`src/rtl/add_4_if.sv`:
```
// add_4_if: operand/result bundle for the registered adder slice.
//   in_valid, a, b, cin   : operand side, driven by the master
//   sum, cout, ovf, zero  : registered result and status flags, driven by the slave
//   out_valid             : result registers were loaded at the last edge
// Modports:
//   master : ALU/datapath side (drives the operands, observes the result)
//   slave  : the adder itself
interface add_4_if #(
    parameter int WIDTH = 4
);
    logic             in_valid;
    logic [WIDTH-1:0] a;
    logic [WIDTH-1:0] b;
    logic             cin;
    logic [WIDTH-1:0] sum;
    logic             cout;
    logic             ovf;
    logic             zero;
    logic             out_valid;

    modport master (
        output in_valid, a, b, cin,
        input  sum, cout, ovf, zero, out_valid
    );

    modport slave (
        input  in_valid, a, b, cin,
        output sum, cout, ovf, zero, out_valid
    );
endinterface

```
`src/rtl/add_4.sv`:
```
// add_4: registered WIDTH-bit ripple-carry adder slice for the ALU datapath.
// Computes {cout, sum} = a + b + cin through a chain of full-adder cells and
// captures the result plus signed-overflow and zero flags one clock later.
// Ports:
//   clk    : system clock, rising edge active
//   rst_n  : asynchronous active-low reset, clears all result registers
//   bus    : add_4_if slave modport
//              in_valid/a/b/cin in, sum/cout/ovf/zero/out_valid out
// While in_valid is low the result registers keep their contents (only
// out_valid drops), so X on the operand lines cannot reach the outputs.
module add_4 #(
    parameter int WIDTH = 4
) (
    input  logic    clk,
    input  logic    rst_n,
    add_4_if.slave  bus
);

    localparam int MSB = WIDTH - 1;

    logic [WIDTH:0]   carry;
    logic [WIDTH-1:0] sum_next;
    logic             cout_next;
    logic             ovf_next;
    logic             zero_next;

    assign carry[0] = bus.cin;

    // One full-adder cell per bit, rippling LSB to MSB.
    for (genvar i = 0; i < WIDTH; i++) begin : g_fa
        logic prop;
        assign prop         = bus.a[i] ^ bus.b[i];
        assign sum_next[i]  = prop ^ carry[i];
        assign carry[i + 1] = (bus.a[i] & bus.b[i]) | (carry[i] & prop);
    end

    assign cout_next = carry[WIDTH];

    // Two's complement overflow: like-signed operands giving a result of the
    // opposite sign.
    assign ovf_next  = (bus.a[MSB] == bus.b[MSB]) && (sum_next[MSB] != bus.a[MSB]);

    // Looks at sum only; a wrap to zero with cout set still reports zero.
    assign zero_next = (sum_next == '0);

    always_ff @(posedge clk or negedge rst_n) begin
        if (!rst_n) begin
            bus.sum       <= '0;
            bus.cout      <= 1'b0;
            bus.ovf       <= 1'b0;
            bus.zero      <= 1'b0;
            bus.out_valid <= 1'b0;
        end else begin
            bus.out_valid <= bus.in_valid;
            if (bus.in_valid) begin
                bus.sum  <= sum_next;
                bus.cout <= cout_next;
                bus.ovf  <= ovf_next;
                bus.zero <= zero_next;
            end
        end
    end

endmodule

```
`src/flat_wrapper.sv`:
```
// flat-port wrapper written by rule: the top's interface ports become plain ports
module add_4_flat 
#(
    parameter int WIDTH = 4
)
  (clk, rst_n, bus_in_valid, bus_a, bus_b, bus_cin, bus_sum, bus_cout, bus_ovf, bus_zero, bus_out_valid);
  add_4_if #(.WIDTH(WIDTH)) bus_i ();
  input  logic clk;
  input  logic rst_n;
  input wire logic [$bits(bus_i.in_valid)-1:0] bus_in_valid;
  input wire logic [$bits(bus_i.a)-1:0] bus_a;
  input wire logic [$bits(bus_i.b)-1:0] bus_b;
  input wire logic [$bits(bus_i.cin)-1:0] bus_cin;
  output wire logic [$bits(bus_i.sum)-1:0] bus_sum;
  output wire logic [$bits(bus_i.cout)-1:0] bus_cout;
  output wire logic [$bits(bus_i.ovf)-1:0] bus_ovf;
  output wire logic [$bits(bus_i.zero)-1:0] bus_zero;
  output wire logic [$bits(bus_i.out_valid)-1:0] bus_out_valid;
  assign bus_i.in_valid = bus_in_valid;
  assign bus_i.a = bus_a;
  assign bus_i.b = bus_b;
  assign bus_i.cin = bus_cin;
  assign bus_sum = bus_i.sum;
  assign bus_cout = bus_i.cout;
  assign bus_ovf = bus_i.ovf;
  assign bus_zero = bus_i.zero;
  assign bus_out_valid = bus_i.out_valid;
  add_4 #(.WIDTH(WIDTH)) u_core (.clk(clk), .rst_n(rst_n), .bus(bus_i));
endmodule
```
`config.mk`:
```
export PLATFORM = sky130hd
export DESIGN_NAME = add_4_flat
export DESIGN_NICKNAME = d
export VERILOG_FILES = /design/src/rtl/add_4_if.sv /design/src/rtl/add_4.sv /design/src/flat_wrapper.sv
export SDC_FILE = /design/constraint.sdc
export NUM_CORES = 1
export LEC_CHECK = 0
export ABC_AREA = 1
export BUFFER_PORTS_ARGS = -buffer_cell sky130_fd_sc_hd__buf_2
export CORE_AREA = 4 4 41 43
export CTS_CLUSTER_DIAMETER = 30
export DETAILED_ROUTE_END_ITERATION = 7
export DIE_AREA = 0 0 45 47
export PLACE_DENSITY = 0.58
export SKIP_LAST_GASP = 1
export SYNTH_ARGS = -nofsm -noshare
export SYNTH_HDL_FRONTEND = slang
export SYNTH_SLANG_ARGS = --single-unit
export TNS_END_PERCENT = 10
```
`constraint.sdc`:
```
create_clock -name clk -period 1 [get_ports clk]
set_input_delay 0.2 -clock clk [delete_from_list [all_inputs] [get_ports clk]]
set_output_delay 0.2 -clock clk [all_outputs]
set_load 0.005 [all_outputs]
```
## Word level (Yosys, flattened, before mapping)

Cells that the tools add are included.

- Reduce and logical (&&, ||, !) cells: 2
- Equal/unequal tests: 2
- Bitwise operators: 20

Operators by type and width:

| cell | count |
|---|---|
| bitwise AND 1 bit | 8 |
| XOR 1 bit | 8 |
| logical NOT 4 bit | 1 |
| OR 1 bit | 4 |
| equality test 1 bit | 1 |
| logical AND 1 bit | 1 |
| inequality test 1 bit | 1 |

- Register bits: 8
- Input bits: 12
- Output and inout port bits: 8

## Logic depth before layout (Yosys ltp)

Gate-level depths: netlist (run 1).

- Depth after elaboration: 10
- Gate-level depth with buffers: 9

## Worst setup path before layout (run 1)

OpenSTA, ideal clock, no wires.

- Kind: in2reg
- Start: in bus_cin
- End: reg u_core.bus.ovf
- Slack: -1,195 ps
- Stages on the path: 9
- Data arrival time: 2,077 ps
- Cell sequence: fa_1 > fa_1 > fa_1 > inv_1 > fa_1 > inv_1 > nand2_1 > nand3_1 > nand2_1

- Cells in the longest elaborated chain, start to end: 9

Ends and longest elaborated chain:

| item | RTL line | text |
|---|---|---|
| start, declared | flat_wrapper.sv:13 | `input wire logic [$bits(bus_i.cin)-1:0] bus_cin;` |
| bitwise AND 1 bit | add_4.sv:34 | `assign carry[i + 1] = (bus.a[i] & bus.b[i]) \| (carry[i] & prop);` |
| OR 1 bit | add_4.sv:34 |  |
| bitwise AND 1 bit | add_4.sv:34 |  |
| OR 1 bit | add_4.sv:34 |  |
| bitwise AND 1 bit | add_4.sv:34 |  |
| OR 1 bit | add_4.sv:34 |  |
| XOR 1 bit | add_4.sv:33 | `assign sum_next[i] = prop ^ carry[i];` |
| inequality test 1 bit | add_4.sv:41 | `assign ovf_next = (bus.a[MSB] == bus.b[MSB]) && (sum_next[MSB] != bus.a[MSB]);` |
| logical AND 1 bit | add_4.sv:41 |  |
| end signal, assigned | add_4.sv:58 | `bus.ovf <= ovf_next;` |
| end, declared | add_4_if.sv:28 | `output sum, cout, ovf, zero, out_valid` |

Every way passes these cells.
A chain may end at the register's enable or synchronous reset.

## Worst setup path in the final report (run 1)

- Start: in bus_a[0]
- End: reg u_core.bus.ovf

- Cells in the longest elaborated chain, start to end: 10
- Elaborated cells between the ends (all ways): 11
- Classes of those cells: eq/ne (1); bitwise (9); reduce/logical (1)

Ends and longest elaborated chain:

| item | RTL line | text |
|---|---|---|
| start, declared | flat_wrapper.sv:11 | `input wire logic [$bits(bus_i.a)-1:0] bus_a;` |
| XOR 1 bit | add_4.sv:32 | `assign prop = bus.a[i] ^ bus.b[i];` |
| bitwise AND 1 bit | add_4.sv:34 |  |
| OR 1 bit (*) | add_4.sv:34 |  |
| bitwise AND 1 bit (*) | add_4.sv:34 |  |
| OR 1 bit (*) | add_4.sv:34 |  |
| bitwise AND 1 bit (*) | add_4.sv:34 |  |
| OR 1 bit (*) | add_4.sv:34 |  |
| XOR 1 bit (*) | add_4.sv:33 |  |
| inequality test 1 bit (*) | add_4.sv:41 |  |
| logical AND 1 bit (*) | add_4.sv:41 |  |

Mark *: on every way between the ends. The rest lies on a longest branch, timed or not.

==> results.yml, run 1 <==
drt:
  wl_per_cell_um: 9.96
  avgViaCountPerCell: 4.25
  drcViolationCount: 0
  dr.pass1.iters: 4
  drt_wl_total_um: 827
  num_vias: 353
  drt_first_iter_violations: 8
  drtAntennaViolNets: 0
sta:
  maxSlewViolCount: 0
  rsz0062_at_grt: "true"
  timing.final.hold_violations: 0
  fin_crit_sh: 2.02
  finalClockSkew_ns: 0
  setup_violations: 6
  period_minus_slack_ns: 2.02
  worst_pin_slew_ns: 0.174
  fin_ws_ns: -1.02
  max-slew-margin-rel: 0.884
  clock.fmax_mhz: 495
logic_synthesis:
  synth.avg_cell_area_um2: 9.74
  ys_seq_area_frac: 0.489
  ys_seq_elements: 8
  synth_cell_type_count: 10
  ys_warn_count: 0
  syn_area_um2: 409
  syn_nets: 59
  synth_cells: 42
worst_hold_path:
  holdPathEnd: "u_core.bus.out_valid"
  hp-start: "bus_in_valid"
  hold-path-cell-count: 1
  min_path_type: "in2reg"
global_route:
  grt_pass1_vias: 350
  grt_pass1_wl_um: 1350
  antenna_found_initial: 0
  grt_max_degree: 11
  gr-total-overflow: 0
  grt_usage: 0.0880
place:
  io_buffers: 19
  placed_cells: 79
  gp_congestion: 0.660
setup_path:
  cp.arrival_ns: 2.16
  r2r_start: "u_core.bus.cout"
  r2r_cells: 2
  cp_max_fo: 3
  required_ns: 1.14
  reg2reg_slack_ns: 0.39
  cp-end-kind: "flop"
  r2r-end: "u_core.bus.cout"
  critPathKind: "in2reg"
  critPathLaunchType: "primary input"
run:
  drv_cap: 0
power_and_ir_drop:
  max-vdd-ir-drop_mv: 0.453
  power_density_nw_per_um2: 1440
  fin_total_pwr_uw: 849
  p_leak_uw: 0.000331
clock_tree:
  cts-buffers-inserted: 3
  cts_num_sinks: 8
  clkLatencyLatePin_ns: 0.25
  root_buffer: "clkbuf_4"
  post_cts.repair.setup_buffers: 0
  cts_tree: "yes"
  cts_htree_levels: 1
  clk_pin_slew_worst_paths_ns: 0.05
  clk_path_buf_depth: 2
finish:
  diodes: 0
  instances_no_fill: 83
  drive_gt1_frac: 0.456
  mostFrequentLayoutCells: "buf_2 (18), nand2_1 (17), dfrtp_1 (8)"
  nets: 87
  fill_cells: 137
  syn_to_final_growth_pct: 44.6
  final_common_cell: "buf_2"
run_status:
  outcome: "complete, but fails checks"
  violations: "negative setup slack"
floorplanning:
  placeableCoreArea_um2: 1300
  initial_core_util: 0.314
  ios: 20
  die-area_um2: 2120
  num_rows: 13
  die-height_um: 47
  die_x_um: 45
worst max-delay path, cell delays in order:
cell and delay (ns):
buf_6 0.09, fa_2 0.37, fa_2 0.36, fa_2 0.37, inv_2 0.06, fa_1 0.44
inv_1 0.10, nand2_1 0.05, nand3_1 0.06, nand2_1 0.05
flip-flops by register name (all words and copies together) (netlist names):
| register | flops |
|---|---|
| u_core.bus.cout | 1 |
| u_core.bus.out_valid | 1 |
| u_core.bus.ovf | 1 |
| u_core.bus.sum | 4 |
| u_core.bus.zero | 1 |
through the flow:
stage	instance area, um^2	setup TNS, ns	hold WS [ns]	setup slack [ns]	utilization
detailed placement	553	-5.99	0.0494	-1.34	0.425
global placement	553	-5.84	0.0486	-1.29	0.425
CTS	592	-4.18	0.139	-1.04	0.455
global route	592	-4.46	0.142	-1.09	0.455
finish	592	-4.14	0.149	-1.02	0.455
floorplan	417	-4.75	-0.0956	-1.11	-
power breakdown:
group | switching, uW | internal [uW] | total (uW)
logic | 111 | 112 | 223
registers | 21.2 | 369 | 390
clock network | 99.5 | 137 | 236
metal layers:
| metal | track usage | vias to the layer above | wire length [um] |
|---|---|---|---|
| met3 | 0.00766 | 0 | 60 |
| met1 | 0.108 | 160 | 368 |
| li1 | - | 178 | - |
| met4 | 0.0702 | 0 | 0 |
| met5 | 0 | - | 0 |
| met2 | 0.141 | 15 | 398 |
cell families after synthesis:
| kind of cell | count (synthesis) | share of synthesized area |
|---|---|---|
| AO/OA/AOI/OAI | 2 | 0.0245 |
| AND/OR/NAND/NOR | 22 | 0.214 |
| flip-flops | 8 | 0.489 |
| adder cells (fa/ha/maj) | 5 | 0.226 |
| buffers and inverters | 5 | 0.0459 |
synthesized netlist by cell type:
cell     instances  share of area
ha_1             1          0.031
nor2_1           2          0.018
o21ai_0          2          0.024
nand3_1          2          0.024
inv_2            1         0.0092
dfrtp_1          8           0.49
inv_1            4          0.037
fa_1             4           0.20
nor2_2           1          0.015
nand2_1         17           0.16
worst max-delay path by stage:
stage	startpoint	end	slack, ns	cells after the start
floorplan	bus_cin	u_core.bus.ovf	-1.11	9
global route	bus_a[0]	u_core.bus.ovf	-1.09	10
finish	bus_a[0]	u_core.bus.ovf	-1.02	10
CTS	bus_a[0]	u_core.bus.ovf	-1.04	10
detailed placement	bus_cin	u_core.bus.ovf	-1.34	10
global placement	bus_cin	u_core.bus.ovf	-1.29	10
final cells by class:
| cell class | instances | area, um^2 | share of cell area |
|---|---|---|---|
| tap | 15 | 18.8 | 0.0317 |
| inverter | 5 | 18.8 | 0.0317 |
| multi-input combinational | 29 | 198 | 0.334 |
| sequential | 8 | 200 | 0.338 |
| timing repair buffer | 23 | 134 | 0.226 |
| clock buffer | 3 | 22.5 | 0.0381 |
timing repair:
action | CTS | global route
gates resized for setup | 1 | 0
hold endpoints to repair | 8 | 0
hold buffers | 1 | 0
setup endpoints to repair | 6 | 6
pin swaps | 7 | 0
Note: power is estimated with default switching activity, not from simulation.
==> run 2: changes to the inputs <==
==> constraint.sdc (replaced) <==
create_clock -name clk -period 1 [get_ports clk]
set_input_delay 0.15 -clock clk [delete_from_list [all_inputs] [get_ports clk]]
set_output_delay 0.15 -clock clk [all_outputs]
set_load 0.005 [all_outputs]
==> results.yml, run 2 (synthesis results as in run 1) <==
clock_tree:
  clkLatencyLatePin_ns: 0.24
  clk_pin_slew_worst_paths_ns: 0.05
  cts_num_sinks: 8
  cts-buffers-inserted: 3
  cts_htree_levels: 1
  clk_path_buf_depth: 2
  post_cts.repair.setup_buffers: 0
  cts_tree: "yes"
  root_buffer: "clkbuf_4"
global_route:
  antenna_found_initial: 0
  grt_max_degree: 11
  grt_pass1_vias: 319
  grt_pass1_wl_um: 1210
  gr-total-overflow: 0
  grt_usage: 0.0795
setup_path:
  cp.arrival_ns: 2.08
  critical_path.most_common_cell: "fa_2"
  critPathKind: "in2reg"
  cp_max_fo: 3
  critical-path-max-stage-delay_ns: 0.42
  required_ns: 1.14
  critical-path-slowest-cell: "fa_1"
  critPathLaunchType: "primary input"
  crit_chain: "buf_6, fa_2, fa_2, fa_2, inv_2, fa_1, inv_2, nor2_2, nand3_1, nand2_1"
  cp-end-kind: "flop"
drt:
  drcViolationCount: 0
  avgViaCountPerCell: 4.24
  num_vias: 352
  wl_per_cell_um: 9.47
  drtAntennaViolNets: 0
  drt_wl_total_um: 786
  drt_first_iter_violations: 5
  dr.pass1.iters: 4
finish:
  regMostFlops: "u_core.bus.sum"
  drive_gt1_frac: 0.515
  mostFrequentLayoutCells: "buf_2 (18), nand2_1 (16), dfrtp_1 (8)"
  final-seq-area_um2: 200
  fill_cells: 146
  syn_to_final_growth_pct: 47.1
  nets: 87
  diodes: 0
  largest_reg_flops: 4
  multi_input_area_um2: 208
  final_common_cell: "buf_2"
  final_core_util: 0.463
floorplanning:
  die-area_um2: 2120
  num_rows: 13
  initial_core_util: 0.314
  die-height_um: 47
  die_x_um: 45
  placeableCoreArea_um2: 1300
  ios: 20
power_and_ir_drop:
  fin_total_pwr_uw: 858
  max-vdd-ir-drop_mv: 0.561
  p_leak_uw: 0.000331
  power_density_nw_per_um2: 1430
sta:
  clock.fmax_mhz: 514
  fin_crit_sh: 1.94
  worst_pin_slew_ns: 0.174
  max-slew-margin-rel: 0.884
  maxSlewViolCount: 0
  finalClockSkew_ns: 0
  setup_violations: 6
  timing.final.hold_violations: 0
  rsz0062_at_grt: "true"
  period_minus_slack_ns: 1.94
  fin_ws_ns: -0.945
worst_hold_path:
  min_path_type: "in2reg"
run:
  drv_cap: 0
place:
  io_buffers: 19
  gp_congestion: 0.655
  post-dp-hpwl_um: 685
run_status:
  violations: "negative setup slack"
  outcome: "complete, but fails checks"
[run 2: worst paths after layout]
kind	startpoint	to	slack [ns]	cells past startpoint
hold reg to reg	u_core.bus.sum[2]	u_core.bus.sum[2]	0.46	2
max in group asynchronous	rst_n	u_core.bus.out_valid	0.57	2
min in group asynchronous	rst_n	u_core.bus.sum[1]	0.27	2
setup reg to reg	u_core.bus.sum[3]	u_core.bus.sum[3]	0.38	2
setup / recovery	bus_a[0]	u_core.bus.zero	-0.94	10
hold / removal	bus_in_valid	u_core.bus.out_valid	0.10	1
[run 2: critical path: cells and delay by family]
kind | cells | cell delay [ns]
simple gates | 3 | 0.14
buf+inv | 3 | 0.24
fa+ha+maj | 4 | 1.54
[run 2: report_power, final]
| part | leakage (uW) | internal, uW | switching (uW) |
|---|---|---|---|
| combinational | 0.000218 | 116 | 115 |
| sequential | 0.0000992 | 369 | 22.5 |
| clock | 0.0000138 | 137 | 98.5 |
| total | 0.000331 | 622 | 236 |
[run 2: routing by layer]
layer / global-route usage / part of all wire / vias to the layer above
li1: - / - / 180
met1: 0.103 / 0.47 / 159
met2: 0.133 / 0.46 / 13
met3: 0 / 0.074 / 0
met4: 0.0526 / 0 / 0
met5: 0 / 0 / -
[run 2: layout make-up]
| class | instances | area share |
|---|---|---|
| Multi-Input combinational cell | 29 | 0.345 |
| Sequential cell | 8 | 0.333 |
| Tap cell | 15 | 0.0312 |
| Inverter | 5 | 0.0312 |
| Clock buffer | 3 | 0.0374 |
| Timing Repair Buffer | 23 | 0.222 |
[run 2: metrics by stage]
step,TNS (ns),cell area (um^2),hold slack (ns),setup WS (ns),instances
2_1_floorplan,-4.45,417,-0.146,-1.06,42
3_3_place_gp,-5.41,553,-0.00181,-1.21,79
3_5_place_dp,-5.54,553,-0.00329,-1.26,79
4_1_cts,-3.79,586,0.0970,-0.961,83
5_1_grt,-4.38,602,0.0932,-1.03,83
6_report,-3.89,602,0.100,-0.945,83
[run 2: what timing repair did]
item / in CTS / in global routing
setup endpoints to repair: 6 / 6
hold buffers: 1 / 0
resized for setup: 0 / 5
pin swaps: 2 / 7
endpoints found under the hold margin: 8 / 0
==> run 3: changes to the inputs <==
==> constraint.sdc (replaced) <==
create_clock -name clk -period 2.1 [get_ports clk]
set_input_delay 0.315 -clock clk [delete_from_list [all_inputs] [get_ports clk]]
set_output_delay 0.315 -clock clk [all_outputs]
set_load 0.005 [all_outputs]
==> results.yml, run 3 (synthesis results as in run 1) <==
run:
  drv_cap: 0
drt:
  drtAntennaViolNets: 0
  wl_per_cell_um: 9.74
  num_vias: 333
  drcViolationCount: 0
  avgViaCountPerCell: 4.16
  drt_wl_total_um: 779
  drt_first_iter_violations: 2
  dr.pass1.iters: 2
global_route:
  grt_max_degree: 11
  grt_pass1_wl_um: 1130
  antenna_found_initial: 0
  grt_usage: 0.0795
  gr-total-overflow: 0
  grt_pass1_vias: 283
setup_path:
  cp_num_buf_inv: 3
  crit_chain: "buf_2, fa_2, fa_2, fa_2, inv_2, fa_1, inv_1, nand2_1, nand3_1, nand2_1"
  critical-path-max-stage-delay_ns: 0.40
  required_ns: 2.24
  cp.arrival_ns: 2.22
  cp-end-kind: "flop"
  critical-path-slowest-cell: "fa_1"
  critPathLaunchType: "primary input"
  critPathKind: "in2reg"
  cp_max_fo: 3
  critical_path.most_common_cell: "fa_2"
  crit_family: "adder cells"
worst_hold_path:
  min_path_type: "in2reg"
finish:
  diodes: 0
  regMostFlops: "u_core.bus.sum"
  nets: 84
  mostFrequentLayoutCells: "buf_2 (19), nand2_1 (17), dfrtp_1 (8)"
  drive_gt1_frac: 0.431
  largest_reg_flops: 4
  syn_to_final_growth_pct: 37.6
  final_area_um2: 563
  final_common_cell: "buf_2"
clock_tree:
  clkLatencyLatePin_ns: 0.24
  root_buffer: "clkbuf_4"
  post_cts.repair.setup_buffers: 0
  cts_tree: "yes"
  cts_htree_levels: 1
  clk_path_buf_depth: 2
  cts-buffers-inserted: 3
  cts-resized-gates: 0
  clk_pin_slew_worst_paths_ns: 0.05
  cts_num_sinks: 8
power_and_ir_drop:
  max-vdd-ir-drop_mv: 0.200
  power_density_nw_per_um2: 706
  p_leak_uw: 0.000314
floorplanning:
  ios: 20
  die_x_um: 45
  die-height_um: 47
  num_rows: 13
  placeableCoreArea_um2: 1300
  die-area_um2: 2120
  initial_core_util: 0.314
place:
  gp_congestion: 0.655
  place_ws_ns: -0.317
  post-dp-hpwl_um: 643
  io_buffers: 19
  post_dp_cell_area_um2: 531
sta:
  timing.final.hold_violations: 0
  fin_ws_ns: 0.0200
  rsz0062_at_grt: "true"
  finalClockSkew_ns: 0
  fin_crit_sh: 0.990
  setup_tns_ns: 0
  maxSlewViolCount: 0
  clock.fmax_mhz: 481
  period_minus_slack_ns: 2.08
  setup_violations: 0
  max-slew-margin-rel: 0.883
  worst_pin_slew_ns: 0.176
run_status:
  outcome: "finished, final reports clean"
## run 3: cell count changes in the layout (fill, tap and decap cells not counted), sizes merged
cell | before | now
buf | 22 | 19
## run 3: metal layers
layer / vias to the layer above / track usage / share of wire
met5: - / 0 / 0
met4: 0 / 0.0877 / 0
met3: 0 / 0.0192 / 0.086
met2: 13 / 0.102 / 0.45
met1: 145 / 0.102 / 0.46
li1: 175 / - / -
## run 3: metrics by stage
step / utilization / total power (uW) / hold WS [ns] / cells
finish: 0.433 / 397 / 0.257 / 80
global route: 0.433 / 431 / 0.250 / 80
CTS: 0.433 / 407 / 0.244 / 80
detailed placement: 0.408 / 288 / 0.165 / 76
global placement: 0.408 / 286 / 0.164 / 76
floorplan: - / 239 / 0.0194 / 42
## run 3: path summary, 6_finish.rpt
| kind | cells past startpoint | startpoint | to | slack, ns |
|---|---|---|---|---|
| max | 10 | bus_cin | u_core.bus.ovf | 0.02 |
| min | 1 | bus_in_valid | u_core.bus.out_valid | 0.26 |
| max reg2reg | 2 | u_core.bus.cout | u_core.bus.cout | 1.48 |
| min reg2reg | 2 | u_core.bus.sum[2] | u_core.bus.sum[2] | 0.47 |
| max in group asynchronous | 2 | rst_n | u_core.bus.cout | 1.50 |
| min in group asynchronous | 2 | rst_n | u_core.bus.zero | 0.43 |
## run 3: cell type report
class                   instances  area (um^2)
clock buffers                   3         22.5
fillers                       138          738
inverters                       5         18.8
multi-input cells              29          198
flip-flops and latches          8          200
well taps                      15         18.8
repair buffers                 20          105
## run 3: what timing repair did
action	4_1_cts	5_1_grt
cloned	0	0
setup endpoints to repair	2	2
endpoints found under the hold margin	8	0
hold buffers	1	0
pin swaps	2	1
## run 3: power breakdown
part / switching [uW] / total [uW] / internal (uW)
clock: 47.3 / 112 / 65.1
combinational: 51.0 / 99.2 / 48.2
sequential: 10.1 / 186 / 176
total: 108 / 397 / 289
